--- config.mk ---
export PLATFORM = sky130hd
export DESIGN_NAME = spi_slave_rx
export DESIGN_NICKNAME = d
export VERILOG_FILES = /design/src/rtl/spi_slave_rx.sv
export SDC_FILE = /design/constraint.sdc
export NUM_CORES = 1
export LEC_CHECK = 0
export ABC_AREA = 1
export BUFFER_PORTS_ARGS = -buffer_cell sky130_fd_sc_hd__buf_2
export CAP_MARGIN = 20
export CORE_ASPECT_RATIO = 1.5
export CORE_MARGIN = 3
export CORE_UTILIZATION = 25
export DETAILED_ROUTE_END_ITERATION = 10
export GPL_ROUTABILITY_DRIVEN = 1
export GPL_TIMING_DRIVEN = 0
export PLACE_DENSITY = 0.53
export SYNTH_ARGS = -nofsm -noshare
export SYNTH_HDL_FRONTEND = slang
export SYNTH_SLANG_ARGS = --single-unit
--- constraint.sdc ---
create_clock -name clk -period 1.8 [get_ports clk]
set_clock_uncertainty 0.2 [all_clocks]
set_input_delay 0.09 -clock clk [delete_from_list [all_inputs] [get_ports clk]]
set_output_delay 0.09 -clock clk [all_outputs]
set_load 0.03 [all_outputs]
--- src/rtl/spi_slave_rx.sv ---
// -----------------------------------------------------------------------------
// spi_slave_rx
//
// Receive side of an SPI link. The asynchronous sclk / CS / MOSI pins are
// resynchronised into the clk domain. MSB-first frames of DATA_WIDTH bits are
// deserialised, and each word is offered on a valid/ready port backed by a
// one-entry holding register. A word that arrives while the holding register
// is still occupied is dropped, and the sticky overrun flag is raised.
//
// Parameters
//   DATA_WIDTH   bits per SPI frame (>= 2)
//   SYNC_STAGES  flop stages per pin synchroniser (>= 2)
//
// Ports
//   clk        in   system clock, rising edge
//   rst        in   asynchronous active-low reset
//   sclk       in   SPI clock from master (async to clk)
//   CS         in   chip select, active-low (async to clk)
//   MOSI       in   serial data, sampled on sclk rising edge
//   rx_ready   in   downstream accepts rx_data
//   clr_ovr    in   single-cycle pulse clearing overrun
//   rx_data    out  received word
//   rx_valid   out  rx_data holds an unconsumed word
//   busy       out  frame in progress (FSM not IDLE)
//   overrun    out  sticky: at least one word dropped
//   frame_err  out  one-cycle pulse on a truncated frame
//                   (present only when SPI_RX_FRAME_ERR_EN is defined)
//
// Build option: define SPI_RX_FRAME_ERR_EN to add the frame_err output.
// -----------------------------------------------------------------------------
module spi_slave_rx #(
  parameter int DATA_WIDTH  = 8,
  parameter int SYNC_STAGES = 2
) (
  input  logic                  clk,
  input  logic                  rst,
  input  logic                  sclk,
  input  logic                  CS,
  input  logic                  MOSI,
  input  logic                  rx_ready,
  input  logic                  clr_ovr,
  output logic [DATA_WIDTH-1:0] rx_data,
  output logic                  rx_valid,
  output logic                  busy,
  output logic                  overrun
`ifdef SPI_RX_FRAME_ERR_EN
  ,
  output logic                  frame_err
`endif
);

  localparam int CNT_W = $clog2(DATA_WIDTH);
  localparam logic [CNT_W-1:0] CNT_ZERO = {CNT_W{1'b0}};
  localparam logic [CNT_W-1:0] CNT_ONE  = CNT_W'(1);
  localparam logic [CNT_W-1:0] CNT_LAST = CNT_W'(DATA_WIDTH - 1);

  typedef enum logic [1:0] {
    IDLE = 2'd0,
    RECV = 2'd1,
    LOAD = 2'd2
  } state_t;

  // Synchroniser chains; index 0 samples the pin.
  logic [SYNC_STAGES-1:0] sclk_sync_q, sclk_sync_d;
  logic [SYNC_STAGES-1:0] cs_sync_q,   cs_sync_d;
  logic [SYNC_STAGES-1:0] mosi_sync_q, mosi_sync_d;
  logic                   sclk_q,      sclk_d;

  logic sclk_s;
  logic cs_s;
  logic mosi_s;
  logic sclk_rise_s;

  state_t                  state_q,    state_d;
  logic [CNT_W-1:0]        cnt_q,      cnt_d;
  logic [DATA_WIDTH-1:0]   shreg_q,    shreg_d;
  logic [DATA_WIDTH-1:0]   rx_data_q,  rx_data_d;
  logic                    rx_valid_q, rx_valid_d;
  logic                    busy_q,     busy_d;
  logic                    overrun_q,  overrun_d;
  logic                    drop_s;
`ifdef SPI_RX_FRAME_ERR_EN
  logic                    frame_err_q, frame_err_d;
`endif

  assign sclk_s      = sclk_sync_q[SYNC_STAGES-1];
  assign cs_s        = cs_sync_q[SYNC_STAGES-1];
  assign mosi_s      = mosi_sync_q[SYNC_STAGES-1];
  assign sclk_rise_s = sclk_s & ~sclk_q;

  // Next values of the synchroniser chains and the sclk edge-detect flop.
  always_comb begin
    sclk_sync_d = {sclk_sync_q[SYNC_STAGES-2:0], sclk};
    cs_sync_d   = {cs_sync_q[SYNC_STAGES-2:0],   CS};
    mosi_sync_d = {mosi_sync_q[SYNC_STAGES-2:0], MOSI};
    sclk_d      = sclk_s;
  end

  // Receive FSM, shift register, holding register and overrun flag.
  always_comb begin
    state_d    = state_q;
    cnt_d      = cnt_q;
    shreg_d    = shreg_q;
    rx_data_d  = rx_data_q;
    // A transfer at this edge empties the holding register; LOAD may refill it.
    rx_valid_d = rx_valid_q & ~rx_ready;
    drop_s     = 1'b0;
`ifdef SPI_RX_FRAME_ERR_EN
    frame_err_d = 1'b0;
`endif

    case (state_q)
      IDLE: begin
        if (!cs_s) begin
          state_d = RECV;
          cnt_d   = CNT_ZERO;
        end else begin
          state_d = IDLE;
        end
      end

      RECV: begin
        if (cs_s) begin
          // Deselect mid-frame: the partial word is thrown away.
          state_d = IDLE;
          cnt_d   = CNT_ZERO;
`ifdef SPI_RX_FRAME_ERR_EN
          frame_err_d = (cnt_q != CNT_ZERO);
`endif
        end else if (sclk_rise_s) begin
          shreg_d = {shreg_q[DATA_WIDTH-2:0], mosi_s};
          if (cnt_q == CNT_LAST) begin
            state_d = LOAD;
            cnt_d   = CNT_ZERO;
          end else begin
            state_d = RECV;
            cnt_d   = cnt_q + CNT_ONE;
          end
        end else begin
          state_d = RECV;
        end
      end

      LOAD: begin
        // shreg_q holds the complete word during this single cycle.
        if (!rx_valid_q || rx_ready) begin
          rx_data_d  = shreg_q;
          rx_valid_d = 1'b1;
        end else begin
          drop_s = 1'b1;
        end

        if (cs_s) begin
          state_d = IDLE;
          cnt_d   = CNT_ZERO;
        end else begin
          state_d = RECV;
          // A rise already here is bit 0 of the following frame.
          if (sclk_rise_s) begin
            shreg_d = {shreg_q[DATA_WIDTH-2:0], mosi_s};
            cnt_d   = CNT_ONE;
          end else begin
            cnt_d   = CNT_ZERO;
          end
        end
      end

      default: begin
        state_d = IDLE;
        cnt_d   = CNT_ZERO;
      end
    endcase

    // Set has priority over clear.
    if (drop_s) begin
      overrun_d = 1'b1;
    end else if (clr_ovr) begin
      overrun_d = 1'b0;
    end else begin
      overrun_d = overrun_q;
    end

    busy_d = (state_d != IDLE);
  end

  // State registers; synchronisers reset to idle line levels.
  always_ff @(posedge clk or negedge rst) begin
    if (!rst) begin
      sclk_sync_q <= {SYNC_STAGES{1'b0}};
      cs_sync_q   <= {SYNC_STAGES{1'b1}};
      mosi_sync_q <= {SYNC_STAGES{1'b0}};
      sclk_q      <= 1'b0;
      state_q     <= IDLE;
      cnt_q       <= CNT_ZERO;
      shreg_q     <= {DATA_WIDTH{1'b0}};
      rx_data_q   <= {DATA_WIDTH{1'b0}};
      rx_valid_q  <= 1'b0;
      busy_q      <= 1'b0;
      overrun_q   <= 1'b0;
    end else begin
      sclk_sync_q <= sclk_sync_d;
      cs_sync_q   <= cs_sync_d;
      mosi_sync_q <= mosi_sync_d;
      sclk_q      <= sclk_d;
      state_q     <= state_d;
      cnt_q       <= cnt_d;
      shreg_q     <= shreg_d;
      rx_data_q   <= rx_data_d;
      rx_valid_q  <= rx_valid_d;
      busy_q      <= busy_d;
      overrun_q   <= overrun_d;
    end
  end

`ifdef SPI_RX_FRAME_ERR_EN
  // Truncated-frame pulse register.
  always_ff @(posedge clk or negedge rst) begin
    if (!rst) begin
      frame_err_q <= 1'b0;
    end else begin
      frame_err_q <= frame_err_d;
    end
  end

  assign frame_err = frame_err_q;
`endif

  assign rx_data  = rx_data_q;
  assign rx_valid = rx_valid_q;
  assign busy     = busy_q;
  assign overrun  = overrun_q;

endmodule

==> flow_metrics.tcl <==
set metrics [dict create \
    status "finished, final reports clean" \
    worstSkewPairLatency_ns 0.28 \
    power.density_mw_per_mm2 908 \
    tightestPinTransition_ns 0.690 \
    r2r-start "state_q[0]" \
    yosys_warnings 0 \
    hpwl_um 1560 \
    muxShareOfSynthArea_pct 0 \
    dieHeight_um 94.4 \
    power.total_mw 1.49 \
    clk_pin_slew_worst_paths_ns 0.06 \
    critPathBufInv 3 \
    final_max_slew_viol_count 0 \
    synth_xor_area_share_pct 0 \
    crit_path_end_kind "flop" \
    cts_tree "yes" \
    cts_sinks 31 \
    num_rows 31 \
    antenna_found_initial 0 \
    ff2ff_path_depth 5 \
    coreArea_mm2 0.00493 \
    yosys.area.top_type "dfrtp_1" \
    vias_per_cell 4.08 \
    maxCapViolCount 0 \
    worst_ep_arrival_time_ns 1.69 \
    path_class "reg2reg" \
    grt_pass1_wl_um 4130 \
    portBuffers 17 \
    path_delay_family "buffers and inverters" \
    wirelength_um 2290 \
    vdd_drop_max_v 0.000503 \
    setup_tns_ns 0 \
    synth_top_family_by_area "simple AND/OR/NAND/NOR gates" \
    synth_cell_types 19 \
    worstPathRequired_ns 1.82 \
    cts_setup_buffers 0 \
    critPathMaxFanout 5 \
    rsz0062_at_grt "false" \
    route.vias.total 927 \
    area_growth_pct 25.7 \
    drc 0 \
    synthAdderAreaFrac_pct 5.76 \
    final_util_pct 33.3 \
    timing_hold_violations_final 0 \
    holdCritStartpoint "mosi_sync_q[0]" \
    min_period_ns 1.68 \
    start_kind "flop" \
    grt_pass1_vias 952 \
    synth_compound_area_share_pct 8.64 \
    routabilityCongestion 0.744 \
    fin_ws_ns 0.123 \
    detail-route-antenna-nets 0 \
    crit_top_cell "inv_1" \
    netlist.area_leader.share_pct 55.7 \
    holdPathEnd "mosi_sync_q[1]" \
    die_area_mm2 0.00614 \
    drt_iter0_drc 18 \
    hold_ws_ns 0.147 \
    grt_max_degree 32 \
    cts_buffer_depth 2 \
    ys_ff_latch 31 \
    drive_gt1_share_pct 28.0 \
    die_x_um 65.0 \
    initial_core_util_pct 26.5 \
    fillers 529 \
    io_pins 18 \
    fin_nets 173 \
    yosys.area_share.simple_pct 18.3 \
    syn_inst 129 \
    synth_nets 142 \
    period_share_pct 93.1 \
    setup_viol 0 \
    wl_per_cell_um 10.1 \
    dp_slack_ns 0.203 \
    avgSynthCellArea_um2 10.1 \
    ff2ff_setup_slack_ns 0.12 \
    synth_area_mm2 0.00130 \
    crit_path_top_delay_cell "dlygate4sd3_1" \
    grt_overflow 0 \
    drt_pass1_iterations 4 \
    total_leakage_power_nw 0.814 \
    cts_root_buf "clkbuf_8" \
    ys_seq_area_share_pct 59.7 \
    slowest_delay_ns 0.56 \
    htreeDepth 2 \
    fmax_mhz 596 \
    cts_buffers 5 \
    hold_class "reg2reg" \
    r2r-end "overrun" \
    hold_path_depth 0 \
    slew_headroom_pct 54.0 \
    worstPathCellList "inv_1 -> ha_4 -> inv_1 -> o22ai_1 -> dlygate4sd3_1" \
    grtUsageTotal_pct 8.80 \
    diodes 0 \
    synth_area_leaders "dfrtp_1 56%, nand2_1 9.2%, ha_1 5.8%" \
]
==> cells in the mapped netlist (all sizes together) <==
cell,count
nand2,37
clkinv,1
nor3,1
buf,2
nor2,6
dfrtp,29
dfstp,2
a21oi,1
o21ai,15
o22ai,1
nand3,8
ha,6
inv,20
==> flip-flops by register name (all words and copies together) (netlist names) <==
name	cells
shreg_q	8
rx_data	8
sclk_sync_q	2
mosi_sync_q	2
rx_valid	1
cs_sync_q	2
busy	1
state_q	2
sclk_q	1
overrun	1
cnt_q	3
==> report_power, final <==
group          leakage (nW)  internal [mW]  switching (mW)  total [mW]
Clock                0.0412          0.269           0.252       0.521
Sequential            0.407          0.752          0.0313       0.784
Combinational         0.366         0.0682           0.115       0.183
Total                 0.814           1.09           0.398        1.49
==> per-layer routing <==
layer | global-route usage [%] | vias up | wire [um]
met3 | 3.33 | 4 | 109
met1 | 10.2 | 441 | 1080
met2 | 14.2 | 22 | 1070
met5 | 0 | - | 0
met4 | 4.23 | 0 | 28
li1 | - | 460 | -
==> placed cells by master (no fill, tap or decap), drive strengths merged <==
| master | instances |
|---|---|
| nor3 | 1 |
| o21ai | 15 |
| nor2 | 6 |
| buf | 19 |
| dfstp | 2 |
| inv | 20 |
| dfrtp | 29 |
| ha | 6 |
| o22ai | 1 |
| nand3 | 8 |
| nand2 | 37 |
| clkinv | 2 |
| dlygate4sd3 | 7 |
| clkbuf | 6 |
| a21oi | 1 |
| clkinvlp | 1 |
==> what timing repair did <==
action | 4_1_cts | 5_1_grt
endpoints found under the hold margin | 35 | 0
hold buffers | 7 | 0
resized for setup | 0 | 2
setup endpoints to repair | 0 | 1
==> kinds of logic after synthesis <==
family | after synthesis
DFF | 31
adders and majority gates | 6
AOI/OAI and AO/OA | 17
buffers and inverters | 23
and+or+nand+nor | 52
==> worst max-delay path by stage <==
stage	from	slack (ns)	end	cells past startpoint
after floorplan	state_q[0]	0.31	shreg_q[6]	8
after global placement	state_q[0]	0.20	shreg_q[5]	8
after detailed placement	state_q[0]	0.20	shreg_q[6]	8
after CTS	state_q[0]	0.05	overrun	5
after global routing	state_q[0]	0.02	overrun	5
final	state_q[0]	0.12	overrun	5
==> worst register-to-register path: cells and delay by family, from the launching register on <==
kind	cells	cell delay, ns
buf+inv	3	0.74
fa+ha+maj	1	0.18
flops	1	0.40
compound gates	1	0.11
==> final cells by class <==
class | count | area, um^2 | share of cell area [%]
clock inverter | 2 | 12.5 | 0.763
multi-input combinational | 75 | 439 | 26.8
buffer | 2 | 20.0 | 1.22
tap | 66 | 82.6 | 5.04
timing repair buffer | 24 | 155 | 9.47
clock buffer | 6 | 72.6 | 4.43
inverter | 21 | 78.8 | 4.81
sequential | 31 | 778 | 47.5
==> metrics by stage <==
| step | cell area [um^2] | std cells |
|---|---|---|
| 5_1_grt | 1640 | 227 |
| 4_1_cts | 1630 | 227 |
| 3_5_place_dp | 1470 | 212 |
| 6_report | 1640 | 227 |
| 3_3_place_gp | 1470 | 212 |
| 2_1_floorplan | 1300 | 129 |
Power figures use the tool's default switching activity.
